--- config.mk ---
export PLATFORM = sky130hd
export DESIGN_NAME = kvs_cmd_arbiter
export DESIGN_NICKNAME = d
export VERILOG_FILES = /design/src/rtl/kvs_pkg.sv /design/src/rtl/kvs_tag_fifo.sv /design/src/rtl/kvs_cmd_arbiter.sv
export SDC_FILE = /design/constraint.sdc
export NUM_CORES = 1
export LEC_CHECK = 0
export BUFFER_PORTS_ARGS = -buffer_cell sky130_fd_sc_hd__clkbuf_2
export CAP_MARGIN = 20
export CELL_PAD_IN_SITES_DETAIL_PLACEMENT = 0
export CELL_PAD_IN_SITES_GLOBAL_PLACEMENT = 1
export CORE_AREA = 2 2 759 761
export DETAILED_ROUTE_END_ITERATION = 8
export DIE_AREA = 0 0 761 763
export GPL_ROUTABILITY_DRIVEN = 0
export GPL_TIMING_DRIVEN = 1
export PLACE_DENSITY_LB_ADDON = 0.1
export SETUP_SLACK_MARGIN = 0.2
export SLEW_MARGIN = 10
export SYNTH_ARGS = -nofsm -noshare
export SYNTH_HDL_FRONTEND = slang
export SYNTH_HIERARCHICAL = 1
export SYNTH_SLANG_ARGS = --single-unit
export TNS_END_PERCENT = 1
--- constraint.sdc ---
create_clock -name aclk -period 18.95 [get_ports aclk]
set_clock_uncertainty 0.1 [all_clocks]
set_input_delay 3.79 -clock aclk [delete_from_list [all_inputs] [get_ports aclk]]
set_output_delay 3.79 -clock aclk [all_outputs]
set_load 0.02 [all_outputs]
--- src/rtl/kvs_pkg.sv ---
// Shared types and constants for the KVS kernel command path.
package kvs_pkg;

  localparam int unsigned KVS_CMD_W = 300;
  localparam int unsigned KVS_RSP_W = 512;

  // One-hot bit positions within kvs_cmd_t.op
  localparam int unsigned OP_ERASE  = 0;
  localparam int unsigned OP_WRITE  = 1;
  localparam int unsigned OP_READ   = 2;
  localparam int unsigned OP_SEARCH = 3;
  localparam int unsigned OP_UPDATE = 4;

  typedef struct packed {
    logic [127:0] key;
    logic [127:0] msk;
    logic [31:0]  value;
    logic [6:0]   pri;
    logic [4:0]   op;
  } kvs_cmd_t;

  typedef enum logic [1:0] {
    WAIT_READY,
    RUN,
    DRAIN
  } arb_state_t;

  // Index width that stays at least one bit for a single requester.
  function automatic int unsigned idx_w(input int unsigned n);
    return (n > 1) ? $clog2(n) : 1;
  endfunction

endpackage

--- src/rtl/kvs_tag_fifo.sv ---
// In-order tag FIFO: remembers which requester owns each unacked command.
module kvs_tag_fifo #(
  parameter int unsigned WIDTH = 1,
  parameter int unsigned DEPTH = 16
) (
  input  logic                     aclk,
  input  logic                     areset,
  input  logic                     flush_i,
  input  logic                     push_i,
  input  logic [WIDTH-1:0]         push_data_i,
  input  logic                     pop_i,
  output logic [WIDTH-1:0]         pop_data_o,
  output logic [$clog2(DEPTH):0]   count_o
);

  localparam int unsigned AW = $clog2(DEPTH);
  localparam logic [AW:0] FULL_CNT = (AW+1)'(DEPTH);

  logic [WIDTH-1:0] mem_q [DEPTH];
  logic [AW-1:0]    wr_ptr_q, rd_ptr_q;
  logic [AW:0]      count_q;
  logic             do_push, do_pop;

  assign do_pop  = pop_i && (count_q != '0);
  assign do_push = push_i && ((count_q != FULL_CNT) || do_pop);

  always_ff @(posedge aclk) begin
    if (areset || flush_i) begin
      wr_ptr_q <= '0;
      rd_ptr_q <= '0;
      count_q  <= '0;
    end else begin
      if (do_push) wr_ptr_q <= wr_ptr_q + AW'(1);
      if (do_pop)  rd_ptr_q <= rd_ptr_q + AW'(1);
      case ({do_push, do_pop})
        2'b10:   count_q <= count_q + (AW+1)'(1);
        2'b01:   count_q <= count_q - (AW+1)'(1);
        default: count_q <= count_q;
      endcase
    end
  end

  always_ff @(posedge aclk) begin
    if (do_push) mem_q[wr_ptr_q] <= push_data_i;
  end

  assign pop_data_o = mem_q[rd_ptr_q];
  assign count_o    = count_q;

endmodule

--- src/rtl/kvs_cmd_arbiter.sv ---
// Round-robin arbiter multiplexing requesters onto one KVS command port,
// routing in-order kernel responses back to the requester that issued them.
module kvs_cmd_arbiter
  import kvs_pkg::*;
#(
  parameter int unsigned NUM_REQ   = 2,
  parameter int unsigned TAG_DEPTH = 16
) (
  input  logic                           aclk,
  input  logic                           areset,
  input  logic [NUM_REQ-1:0]             req_valid,
  output logic [NUM_REQ-1:0]             req_ready,
  input  logic [NUM_REQ*KVS_CMD_W-1:0]   req_cmd,
  input  logic                           kvs_ready,
  input  logic                           kvs_cmd_full,
  output logic                           kvs_valid,
  output logic [KVS_CMD_W-1:0]           kvs_cmd,
  input  logic                           kvs_ack,
  input  logic [KVS_RSP_W-1:0]           kvs_rsp,
  output logic [NUM_REQ-1:0]             rsp_valid,
  output logic [KVS_RSP_W-1:0]           rsp_data,
  input  logic                           drain_req,
  output logic                           drain_done,
  output logic [$clog2(TAG_DEPTH):0]     outstanding,
  output logic                           err_orphan
);

  localparam int unsigned TAG_W = idx_w(NUM_REQ);
  localparam int unsigned CNT_W = $clog2(TAG_DEPTH) + 1;
  localparam logic [CNT_W-1:0] DEPTH_CNT = CNT_W'(TAG_DEPTH);

  arb_state_t           state_q, state_d;
  logic [TAG_W-1:0]     ptr_q, ptr_d;
  logic [TAG_W-1:0]     grant_idx, tag_head;
  logic                 grant_found, can_issue, xfer, pop, orphan;
  logic [CNT_W-1:0]     tag_count;
  logic                 kvs_valid_q;
  kvs_cmd_t             kvs_cmd_q, sel_cmd;
  logic [NUM_REQ-1:0]   rsp_valid_q, rsp_valid_d;
  logic [KVS_RSP_W-1:0] rsp_data_q;
  logic                 err_orphan_q;
  logic                 drain_done_c;
  int unsigned          cand;

  // State transitions plus the state-derived issue/drain qualifiers
  always_comb begin
    state_d      = state_q;
    can_issue    = 1'b0;
    drain_done_c = 1'b0;
    if (!kvs_ready) begin
      state_d = WAIT_READY;
    end else begin
      case (state_q)
        WAIT_READY: state_d = RUN;
        RUN:        if (drain_req) state_d = DRAIN;
        DRAIN:      if (!drain_req) state_d = RUN;
        default:    state_d = WAIT_READY;
      endcase
    end
    if (state_q == RUN && !kvs_cmd_full && tag_count < DEPTH_CNT) can_issue = 1'b1;
    if (state_q == DRAIN && tag_count == '0) drain_done_c = 1'b1;
  end

  // Search begins at ptr_q and wraps; the first valid requester wins
  always_comb begin
    grant_found = 1'b0;
    grant_idx   = '0;
    cand        = 0;
    for (int unsigned i = 0; i < NUM_REQ; i++) begin
      cand = 32'(ptr_q) + i;
      if (cand >= NUM_REQ) cand = cand - NUM_REQ;
      if (!grant_found && req_valid[cand[TAG_W-1:0]]) begin
        grant_found = 1'b1;
        grant_idx   = cand[TAG_W-1:0];
      end
    end
  end

  always_comb begin
    req_ready = '0;
    if (can_issue && grant_found) req_ready[grant_idx] = 1'b1;
  end

  assign xfer   = can_issue && grant_found;
  // A falling kvs_ready flushes the tags, so an ack in that cycle has no owner
  assign pop    = kvs_ack && kvs_ready && (tag_count != '0);
  assign orphan = kvs_ack && (tag_count == '0);

  always_comb begin
    ptr_d = ptr_q;
    if (xfer) ptr_d = (grant_idx == TAG_W'(NUM_REQ - 1)) ? '0 : grant_idx + TAG_W'(1);
  end

  always_comb begin
    sel_cmd = req_cmd[KVS_CMD_W-1:0];
    for (int unsigned i = 0; i < NUM_REQ; i++) begin
      if (grant_idx == TAG_W'(i)) sel_cmd = req_cmd[i*KVS_CMD_W +: KVS_CMD_W];
    end
  end

  always_comb begin
    rsp_valid_d = '0;
    for (int unsigned i = 0; i < NUM_REQ; i++) begin
      rsp_valid_d[i] = pop && (tag_head == TAG_W'(i));
    end
  end

  always_ff @(posedge aclk) begin
    if (areset) begin
      state_q      <= WAIT_READY;
      ptr_q        <= '0;
      kvs_valid_q  <= 1'b0;
      rsp_valid_q  <= '0;
      err_orphan_q <= 1'b0;
    end else begin
      state_q     <= state_d;
      ptr_q       <= ptr_d;
      kvs_valid_q <= xfer;
      rsp_valid_q <= rsp_valid_d;
      if (orphan) err_orphan_q <= 1'b1;
    end
  end

  always_ff @(posedge aclk) begin
    if (xfer) kvs_cmd_q  <= sel_cmd;
    if (pop)  rsp_data_q <= kvs_rsp;
  end

  kvs_tag_fifo #(
    .WIDTH (TAG_W),
    .DEPTH (TAG_DEPTH)
  ) u_tag_fifo (
    .aclk        (aclk),
    .areset      (areset),
    .flush_i     (~kvs_ready),
    .push_i      (xfer),
    .push_data_i (grant_idx),
    .pop_i       (pop),
    .pop_data_o  (tag_head),
    .count_o     (tag_count)
  );

  assign kvs_valid   = kvs_valid_q;
  assign kvs_cmd     = kvs_cmd_q;
  assign rsp_valid   = rsp_valid_q;
  assign rsp_data    = rsp_data_q;
  assign drain_done  = drain_done_c;
  assign outstanding = tag_count;
  assign err_orphan  = err_orphan_q;

endmodule
==> results of run 1 <==
-- worst max-delay path by stage --
stage / end
final: req_ready[0]
after global placement: req_ready[0]
after floorplan: u_tag_fifo/count_o[4]
after global routing: req_ready[0]
after detailed placement: req_ready[0]
after CTS: req_ready[0]
-- critical path, delay by kind of cell --
family	cells	cell delay [ps]
AO/OA/AOI/OAI	1	390
AND/OR/NAND/NOR	2	570
buffers and inverters	2	280
-- cell usage after synthesis, drive strengths merged (4+ instances only) --
cell type / instances / area (sq um)
o21ai: 6 / 56.3
nor3: 9 / 45.0
nand2b: 4 / 25.0
buf: 36 / 385
o211ai: 5 / 42.5
mux2: 301 / 3390
dfxtp: 24 / 480
mux2i: 4 / 40.0
mux4: 5 / 113
edfxtp: 828 / 24900
nand2: 9 / 36.3
nor2: 32 / 120
xor2: 4 / 35.0
inv: 12 / 45.0
ha: 8 / 100
-- per-layer routing --
layer / up-vias / share of wire (%) / track usage (%)
met5: - / 0.29 / 0
met4: 148 / 3.8 / 3.39
met3: 633 / 13 / 6.67
met2: 1785 / 49 / 19.2
met1: 11400 / 34 / 10.7
li1: 9588 / - / -
-- where the power goes --
part / leakage (nW) / switching [mW] / internal [mW]
registers: 7.68 / 0.0178 / 2.11
clock network: 2.18 / 1.14 / 1.55
logic: 9.80 / 0.201 / 0.148
-- area by class of cell --
type | count | area [sq um]
fillers | 65800 | 518000
flip-flops and latches | 852 | 25300
repair buffers | 1966 | 9930
well taps | 7560 | 9460
multi-input cells | 428 | 4320
clock buffers | 187 | 3870
clock inverters | 69 | 627
diodes | 63 | 158
inverters | 12 | 60.1
-- registers in the layout (all words and copies together), names as in the netlist, named ones only --
signal               flops
u_tag_fifo/count_o       5
u_tag_fifo/rd_ptr_q      4
err_orphan               1
rsp_data               512
state_q                  2
ptr_q                    1
u_tag_fifo/wr_ptr_q      4
rsp_valid                2
u_tag_fifo/mem_q        16
kvs_valid                1
kvs_cmd                300
-- logic make-up after synthesis --
kind of cell | synth area share [%]
flip-flops | 84.2
multiplexers | 11.8
AND/OR/NAND/NOR | 1.27
buffers and inverters | 1.47
AO/OA/AOI/OAI | 0.690
adder cells (fa/ha/maj) | 0.432
XOR/XNOR | 0.204
-- metrics by stage --
stage | setup WS, ps | cells | utilization, % | total power, mW | area, sq um
floorplan | 2800 | 1331 | - | 2.29 | 30100
global placement | 9840 | 10800 | 8.58 | 2.53 | 49100
detailed placement | 10020 | 10800 | 8.58 | 2.53 | 49100
CTS | 10020 | 11100 | 9.37 | 5.38 | 53600
global route | 9890 | 11100 | 9.38 | 5.41 | 53700
finish | 10030 | 11100 | 9.40 | 5.17 | 53800
==> flow_summary.yaml, run 1 <==
sta:
  fin_setup_tns_ps: 0
  period_minus_slack_ps: 8920
  fmax_mhz: 112
  rsz0062_at_grt: "no"
  hold_viol_final: 0
  max_slew_margin_pct: 32.1
  finalSetupViolations: 0
  drv_slew: 0
  worstMarginPinSlew_ps: 1020
  hold_slack_ps: 363
  fin_crit_sh_pct: 47.1
outcome:
  status: "finished clean"
clocking:
  cts.path.max_buffers: 4
  clk_pin_slew_ps: 50
  clockRootBuffer: "clkbuf_16"
  cts_made_buffers: 145
  hold_buffers: 0
  tritoncts: "built"
  cts_setup_buffers: 0
  cts_num_sinks: 852
  clk_latency_ps: 840
  cts_resized: 0
  h-tree-depth: 4
critical_path:
  r2r_cells: 6
  path_cells: "clkbuf_2 > nor4b_2 > o21ai_0 > nor2_1 > clkbuf_2"
  worstPathRequired_ps: 15060
  critPathMaxStageDelay_ps: 390
  r2r_slack_ps: 14470
  end_kind: "output port"
  arrival_ps: 5030
  crit_top_cell: "clkbuf_2"
  timing.critical_path.from: "kvs_cmd_full"
  rr_endpoint: "kvs_cmd[145]"
  start_kind: "primary input"
  cpMaxStageDelayCell: "o21ai_0"
  worst-setup-path-type: "primary input to output port"
  cp_max_fo: 4
  r2r_start: "state_q[1]"
min_path:
  min_to: "err_orphan"
  hp-start: "err_orphan"
  hold_depth: 2
  hold_path.class: "flop to flop"
job:
  drv_cap: 0
die:
  die_area_sq_um: 581000
  start_util_pct: 5.26
  coreArea_sq_um: 572000
  die_w_microns: 761
  rows: 278
  die_h_microns: 763
  io_pins: 1944
drt:
  routed_wl_microns: 332000
  wl_per_cell_microns: 29.8
  num_vias: 23600
  drc: 0
  dr.pass1.iters: 7
  vias_per_cell: 2.12
  drt_iter0_markers: 1308
  antenna_left: 0
yosys:
  synth_edf_count: 828
  yosysSeqAreaShare_pct: 84.2
  syn_nets: 2460
  yosysWarnings: 6
  async_flop_share_pct: 0
  synth_cell_types: 49
  ys_seq_elements: 852
  synth.avg_cell_area_sq_um: 22.6
  synth_ff_type: "edfxtp_1"
  synthesis.instances: 1331
  synth_area_sq_um: 30100
finish:
  syn_to_final_growth_pct: 78.6
  layout.nets: 4534
  final_cell_mix: "clkbuf_2, edfxtp_1, mux2_2"
  final_common_cell: "clkbuf_2"
  drive_gt1_share_pct: 70.5
placed_design:
  io_buffers: 1943
  dp_hpwl_microns: 292000
pwr:
  worst_ir_drop_vdd_mv: 0.0584
  power.density_nw_per_um2: 96.1
  leakagePower_nw: 19.7
global_routing:
  grt_max_degree: 80
  antenna_found_initial: 294
  grt_pass1_vias: 25100
  overflow: 0
  grt_pass1_wl_microns: 391000
  grt.total_usage_pct: 11.0
(Power assumes the default switching activity.)
==> inputs of run 2 (changes only) <==
==> constraint.sdc (replaced) <==
create_clock -name aclk -period 8.85 [get_ports aclk]
set_clock_uncertainty 0.1 [all_clocks]
set_input_delay 1.77 -clock aclk [delete_from_list [all_inputs] [get_ports aclk]]
set_output_delay 1.77 -clock aclk [all_outputs]
set_load 0.02 [all_outputs]
==> flow_summary.yaml, run 2 (synthesis gave the netlist of run 1 again) <==
finish:
  drive_gt1_share_pct: 71.0
  syn_to_final_growth_pct: 78.7
  nFillCells: 65800
  finalCoreUtilization_pct: 9.40
  layout.nets: 4526
  final_cell_mix: "clkbuf_2, edfxtp_1, mux2_2"
  final_common_cell: "clkbuf_2"
  multi_input_area_sq_um: 4400
  seq_area_sq_um: 25300
  final_area_sq_um: 53800
  largest_reg_flops: 512
critical_path:
  worst-setup-path-type: "primary input to output port"
  start_kind: "primary input"
  cp_max_fo: 4
  r2r_cells: 7
  worstPathRequired_ps: 6980
  cpMaxStageDelayCell: "nor4b_2"
  critPathMaxStageDelay_ps: 440
  crit_top_cell: "clkbuf_2"
  arrival_ps: 3080
  path_cells: "clkbuf_2 > nor4b_2 > o21ai_0 > nor2_1 > clkbuf_2"
  end_kind: "output port"
sta:
  max_slew_margin_pct: 35.6
  fin_crit_sh_pct: 55.9
  hold_viol_final: 0
  finalSetupViolations: 0
  fin_setup_tns_ps: 0
  worstMarginPinSlew_ps: 965
  period_minus_slack_ps: 4950
  hold_slack_ps: 382
  fmax_mhz: 202
  rsz0062_at_grt: "no"
  drv_slew: 0
drt:
  drc: 0
  num_vias: 23400
  wl_per_cell_microns: 29.1
  drt_iter0_markers: 1245
  dr.pass1.iters: 5
  antenna_left: 0
  routed_wl_microns: 324000
  vias_per_cell: 2.11
clocking:
  cts_resized: 0
  clockRootBuffer: "clkbuf_16"
  cts_setup_buffers: 0
  hold_buffers: 0
  clk_pin_slew_ps: 50
  clk_latency_ps: 830
  cts_made_buffers: 142
  cts_num_sinks: 852
  tritoncts: "built"
  cts.path.max_buffers: 4
  h-tree-depth: 4
placed_design:
  dp_hpwl_microns: 284000
  dpl-instance-area_sq_um: 49200
  io_buffers: 1943
global_routing:
  grt_pass1_wl_microns: 380000
  grt_pass1_vias: 24700
  antenna_found_initial: 288
  overflow: 0
  grt.total_usage_pct: 10.7
  grt_max_degree: 125
die:
  io_pins: 1944
  die_area_sq_um: 581000
  die_w_microns: 761
  coreArea_sq_um: 572000
  die_h_microns: 763
  start_util_pct: 5.26
  rows: 278
pwr:
  power.density_nw_per_um2: 203
  leakagePower_nw: 19.6
  worst_ir_drop_vdd_mv: 0.119
  finalPower_mw: 10.9
job:
  drv_cap: 0
min_path:
  hold_depth: 2
  hold_path.class: "flop to flop"
outcome:
  status: "finished clean"
==> run 2: changes by cell type in the layout (fill, tap and decap cells not counted), moves of 2 or more <==
cell | before | now
clkbuf_1 | 38 | 32
clkinv_2 | 17 | 22
diode_2 | 63 | 70
buf_12 | 1 | 9
nand2_1 | 8 | 4
buf_4 | 21 | 9
nor3_2 | 0 | 3
clkinv_16 | 0 | 2
clkbuf_16 | 149 | 143
nor3_1 | 9 | 6
nand2_2 | 1 | 4
clkinv_4 | 2 | 0
ha_1 | 8 | 5
ha_4 | 0 | 3
==> run 2: path summary, 6_finish.rpt <==
path	endpoint	startpoint	slack (ps)
hold / removal	err_orphan	err_orphan	380
setup / recovery	req_ready[0]	kvs_cmd_full	3900
setup reg to reg	rsp_data[228]	u_tag_fifo/count_o[4]	5030
hold reg to reg	err_orphan	err_orphan	380
==> run 2: final cells by class <==
class                           instances  area share, %
Timing Repair Buffer                 1961           18.5
Inverter                               12          0.109
Clock inverter                         74           1.28
Clock buffer                          175           6.88
Antenna cell                           70          0.326
Sequential cell                       852           47.1
Tap cell                             7560           17.6
Multi-Input combinational cell        428           8.18
==> run 2: power by group <==
| group | switching, mW | internal [mW] | total, mW |
|---|---|---|---|
| registers | 0.0413 | 4.51 | 4.55 |
| logic | 0.412 | 0.320 | 0.732 |
| clock network | 2.40 | 3.21 | 5.62 |
==> run 2: through the flow <==
step | std cells | worst slack [ps]
after floorplan | 1331 | -1980
after global placement | 10800 | 3320
after detailed placement | 10800 | 3730
after CTS | 11100 | 3900
after global routing | 11100 | 3750
final | 11100 | 3900
==> run 2: metal layers <==
layer | part of all wire (%) | track usage (%)
met5 | 0.26 | 0
met3 | 13 | 6.23
met4 | 3.7 | 3.28
met2 | 50 | 19.1
met1 | 33 | 10.3
==> run 2: critical path, delay by kind of cell <==
kind	cells	cell delay [ps]
AO/OA/AOI/OAI	1	410
buffers and inverters	2	280
AND/OR/NAND/NOR	2	620
==> inputs of run 3 (changes only) <==
--- a/config.mk
+++ b/config.mk
@@ -5,13 +5,14 @@
 export SDC_FILE = /design/constraint.sdc
 export NUM_CORES = 1
 export LEC_CHECK = 0
+export ABC_AREA = 1
 export BUFFER_PORTS_ARGS = -buffer_cell sky130_fd_sc_hd__clkbuf_2
 export CAP_MARGIN = 20
 export CELL_PAD_IN_SITES_DETAIL_PLACEMENT = 0
 export CELL_PAD_IN_SITES_GLOBAL_PLACEMENT = 1
-export CORE_AREA = 2 2 759 761
+export CORE_AREA = 2 2 762 764
 export DETAILED_ROUTE_END_ITERATION = 8
-export DIE_AREA = 0 0 761 763
+export DIE_AREA = 0 0 764 766
 export GPL_ROUTABILITY_DRIVEN = 0
 export GPL_TIMING_DRIVEN = 1
 export PLACE_DENSITY_LB_ADDON = 0.1
==> constraint.sdc (replaced) <==
create_clock -name aclk -period 4.1 [get_ports aclk]
set_clock_uncertainty 0.1 [all_clocks]
set_input_delay 0.82 -clock aclk [delete_from_list [all_inputs] [get_ports aclk]]
set_output_delay 0.82 -clock aclk [all_outputs]
set_load 0.02 [all_outputs]
==> flow_summary.yaml, run 3 <==
finish:
  syn_to_final_growth_pct: 99.9
  final_area_sq_um: 60100
  final_common_cell: "clkbuf_2"
  nFillCells: 66500
  final_cell_mix: "clkbuf_2, nand2_1, edfxtp_1"
  largest_reg_flops: 512
  finalCoreUtilization_pct: 10.4
  layout.nets: 5760
  drive_gt1_share_pct: 46.4
clocking:
  h-tree-depth: 4
  cts_num_sinks: 852
  clk_pin_slew_ps: 60
  cts_resized: 0
  cts.path.max_buffers: 4
  clk_latency_ps: 830
  cts_made_buffers: 148
  tritoncts: "built"
  clockRootBuffer: "clkbuf_16"
  cts_setup_buffers: 0
yosys:
  synthesis.instances: 2014
  muxShareOfSynthArea_pct: 0
  yosys.area.top_type: "edfxtp_1"
  synth_area_sq_um: 30100
  yosys.area_share.simple_pct: 12.8
  synthAdderAreaFrac_pct: 0.400
  synth_edf_count: 828
  synth_compound_area_share_pct: 0.670
  synthTopCellsByCount: "nand2_1, edfxtp_1, buf_2"
  synth_cell_types: 27
  ys_seq_elements: 852
  synth.top_cell.area_share_pct: 82.7
  synth_top_family_by_area: "simple AND/OR/NAND/NOR gates"
  synth.most_common_cell: "nand2_1"
  synth.avg_cell_area_sq_um: 14.9
  synth-xor-area-share_pct: 0.117
  ys_top_cells_by_area: "edfxtp_1, nand2_1, dfxtp_1"
  synth_ff_type: "edfxtp_1"
  yosysWarnings: 6
  async_flop_share_pct: 0
  syn_nets: 3143
  yosysSeqAreaShare_pct: 84.3
critical_path:
  arrival_ps: 2170
  start_kind: "flop"
  end_kind: "output port"
  r2r_slack_ps: 1490
  worst-setup-path-type: "flop to output port"
  worstPathRequired_ps: 3180
  critPathMaxStageDelay_ps: 380
  cpMaxStageDelayCell: "dfxtp_1"
  r2r_start: "u_tag_fifo/count_o[0]"
  timing.critical_path.from: "u_tag_fifo/count_o[4]"
  cp_max_fo: 7
  path_cells: "nor2_1 > buf_4 > nand3_1 > buf_4 > nor2_1 > buf_12"
sta:
  max_slew_margin_pct: 36.7
  drv_slew: 0
  period_minus_slack_ps: 3090
  fin_crit_sh_pct: 75.5
  worstMarginPinSlew_ps: 949
  fmax_mhz: 323
  finalSetupViolations: 0
  hold_viol_final: 0
  rsz0062_at_grt: "no"
pwr:
  p_sw_share_pct: 27.1
  comb_power_share_pct: 9.0
  finalPower_mw: 24.9
  clkPwrFrac_pct: 51.6
  power.switching_mw: 6.75
  p_seq_share_pct: 39.4
  leakagePower_nw: 23.7
  worst_ir_drop_vdd_mv: 0.278
  cell_internal_pwr_mw: 18.1
  power.density_nw_per_um2: 414
die:
  die_area_sq_um: 585000
  die_h_microns: 766
  io_pins: 1944
  die_w_microns: 764
  coreArea_sq_um: 576000
  start_util_pct: 5.22
  rows: 279
global_routing:
  grt.total_usage_pct: 10.7
  grt_max_degree: 118
  grt_pass1_vias: 30200
  antenna_found_initial: 236
  overflow: 0
  grt_pass1_wl_microns: 392000
drt:
  num_vias: 28000
  antenna_left: 0
  drt_iter0_markers: 1283
  vias_per_cell: 2.23
  dr.pass1.iters: 5
  routed_wl_microns: 326000
  drc: 0
  wl_per_cell_microns: 26.0
min_path:
  hold_path.class: "primary input to flop"
  hp-start: "kvs_rsp[205]"
job:
  drv_cap: 0
outcome:
  status: "finished clean"
placed_design:
  io_buffers: 1943
  dp_hpwl_microns: 276000
  dpl-instance-area_sq_um: 49700
==> run 3: changes by cell type in the layout (fill, tap and decap cells not counted), sizes merged, moves of 5 or more <==
| cell | before | now |
|---|---|---|
| clkbuf | 2118 | 2123 |
| nor3 | 9 | 18 |
| a21oi | 3 | 18 |
| nor2 | 32 | 23 |
| buf | 18 | 38 |
| inv | 18 | 45 |
| diode | 70 | 86 |
| nand3 | 3 | 22 |
| mux2 | 301 | 0 |
| dlygate4sd3 | 0 | 558 |
| nand2 | 9 | 935 |
| mux4 | 5 | 0 |
==> run 3: cell type report <==
cell class / instances / area [sq um] / share of cell area [%]
flip-flops and latches: 852 / 25300 / 42.2
repair buffers: 2538 / 15800 / 26.3
well taps: 7727 / 9670 / 16.1
multi-input cells: 1048 / 4240 / 7.06
clock buffers: 181 / 3930 / 6.55
clock inverters: 73 / 692 / 1.15
diodes: 86 / 215 / 0.358
inverters: 43 / 183 / 0.304
==> run 3: per-layer routing <==
metal	track usage [%]	vias to the layer above	routed length (microns)
met2	20.4	1509	174000
li1	-	12400	-
met4	3.48	84	12100
met1	9.82	13500	105000
met5	0	-	544
met3	5.00	527	34700
==> run 3: through the flow <==
step	worst slack [ps]	hold slack [ps]	setup TNS (ps)	instances
CTS	764	0.924	0	12500
global placement	728	350	0	11700
finish	1010	130	0	12500
floorplan	-5760	347	-3875550	2014
detailed placement	851	348	0	11700
global route	740	47.4	0	12500
==> run 3: final timing paths <==
check | endpoint | cells past startpoint
max reg2reg | u_tag_fifo/count_o[4] | 13
min reg2reg | err_orphan | 2
min | rsp_data[205] | 1
max | req_ready[1] | 6
==> run 3: what timing repair did <==
action | 4_1_cts | 5_1_grt
hold buffers | 558 | 0
hold endpoints to repair | 523 | 0
setup endpoints to repair | 0 | 0
==> run 3: logic make-up after synthesis <==
family | after synthesis
compound gates | 34
xor+xnor | 4
fa+ha+maj | 9
buf+inv | 114
flops | 852
simple gates | 1001
==> run 3: critical path, delay by kind of cell (launching register included) <==
family | cells | cell delay, ps
AND/OR/NAND/NOR | 3 | 490
buffers and inverters | 3 | 490
flip-flops | 1 | 380
==> run 3: power groups by stage <==
stage / logic (mW) / clock network (mW) / registers [mW]
floorplan: 0.388 / 0 / 10.1
global placement: 1.79 / 0 / 9.99
detailed placement: 1.78 / 0 / 9.98
CTS: 2.37 / 13.8 / 9.80
global route: 2.48 / 13.9 / 9.81
finish: 2.24 / 12.8 / 9.80
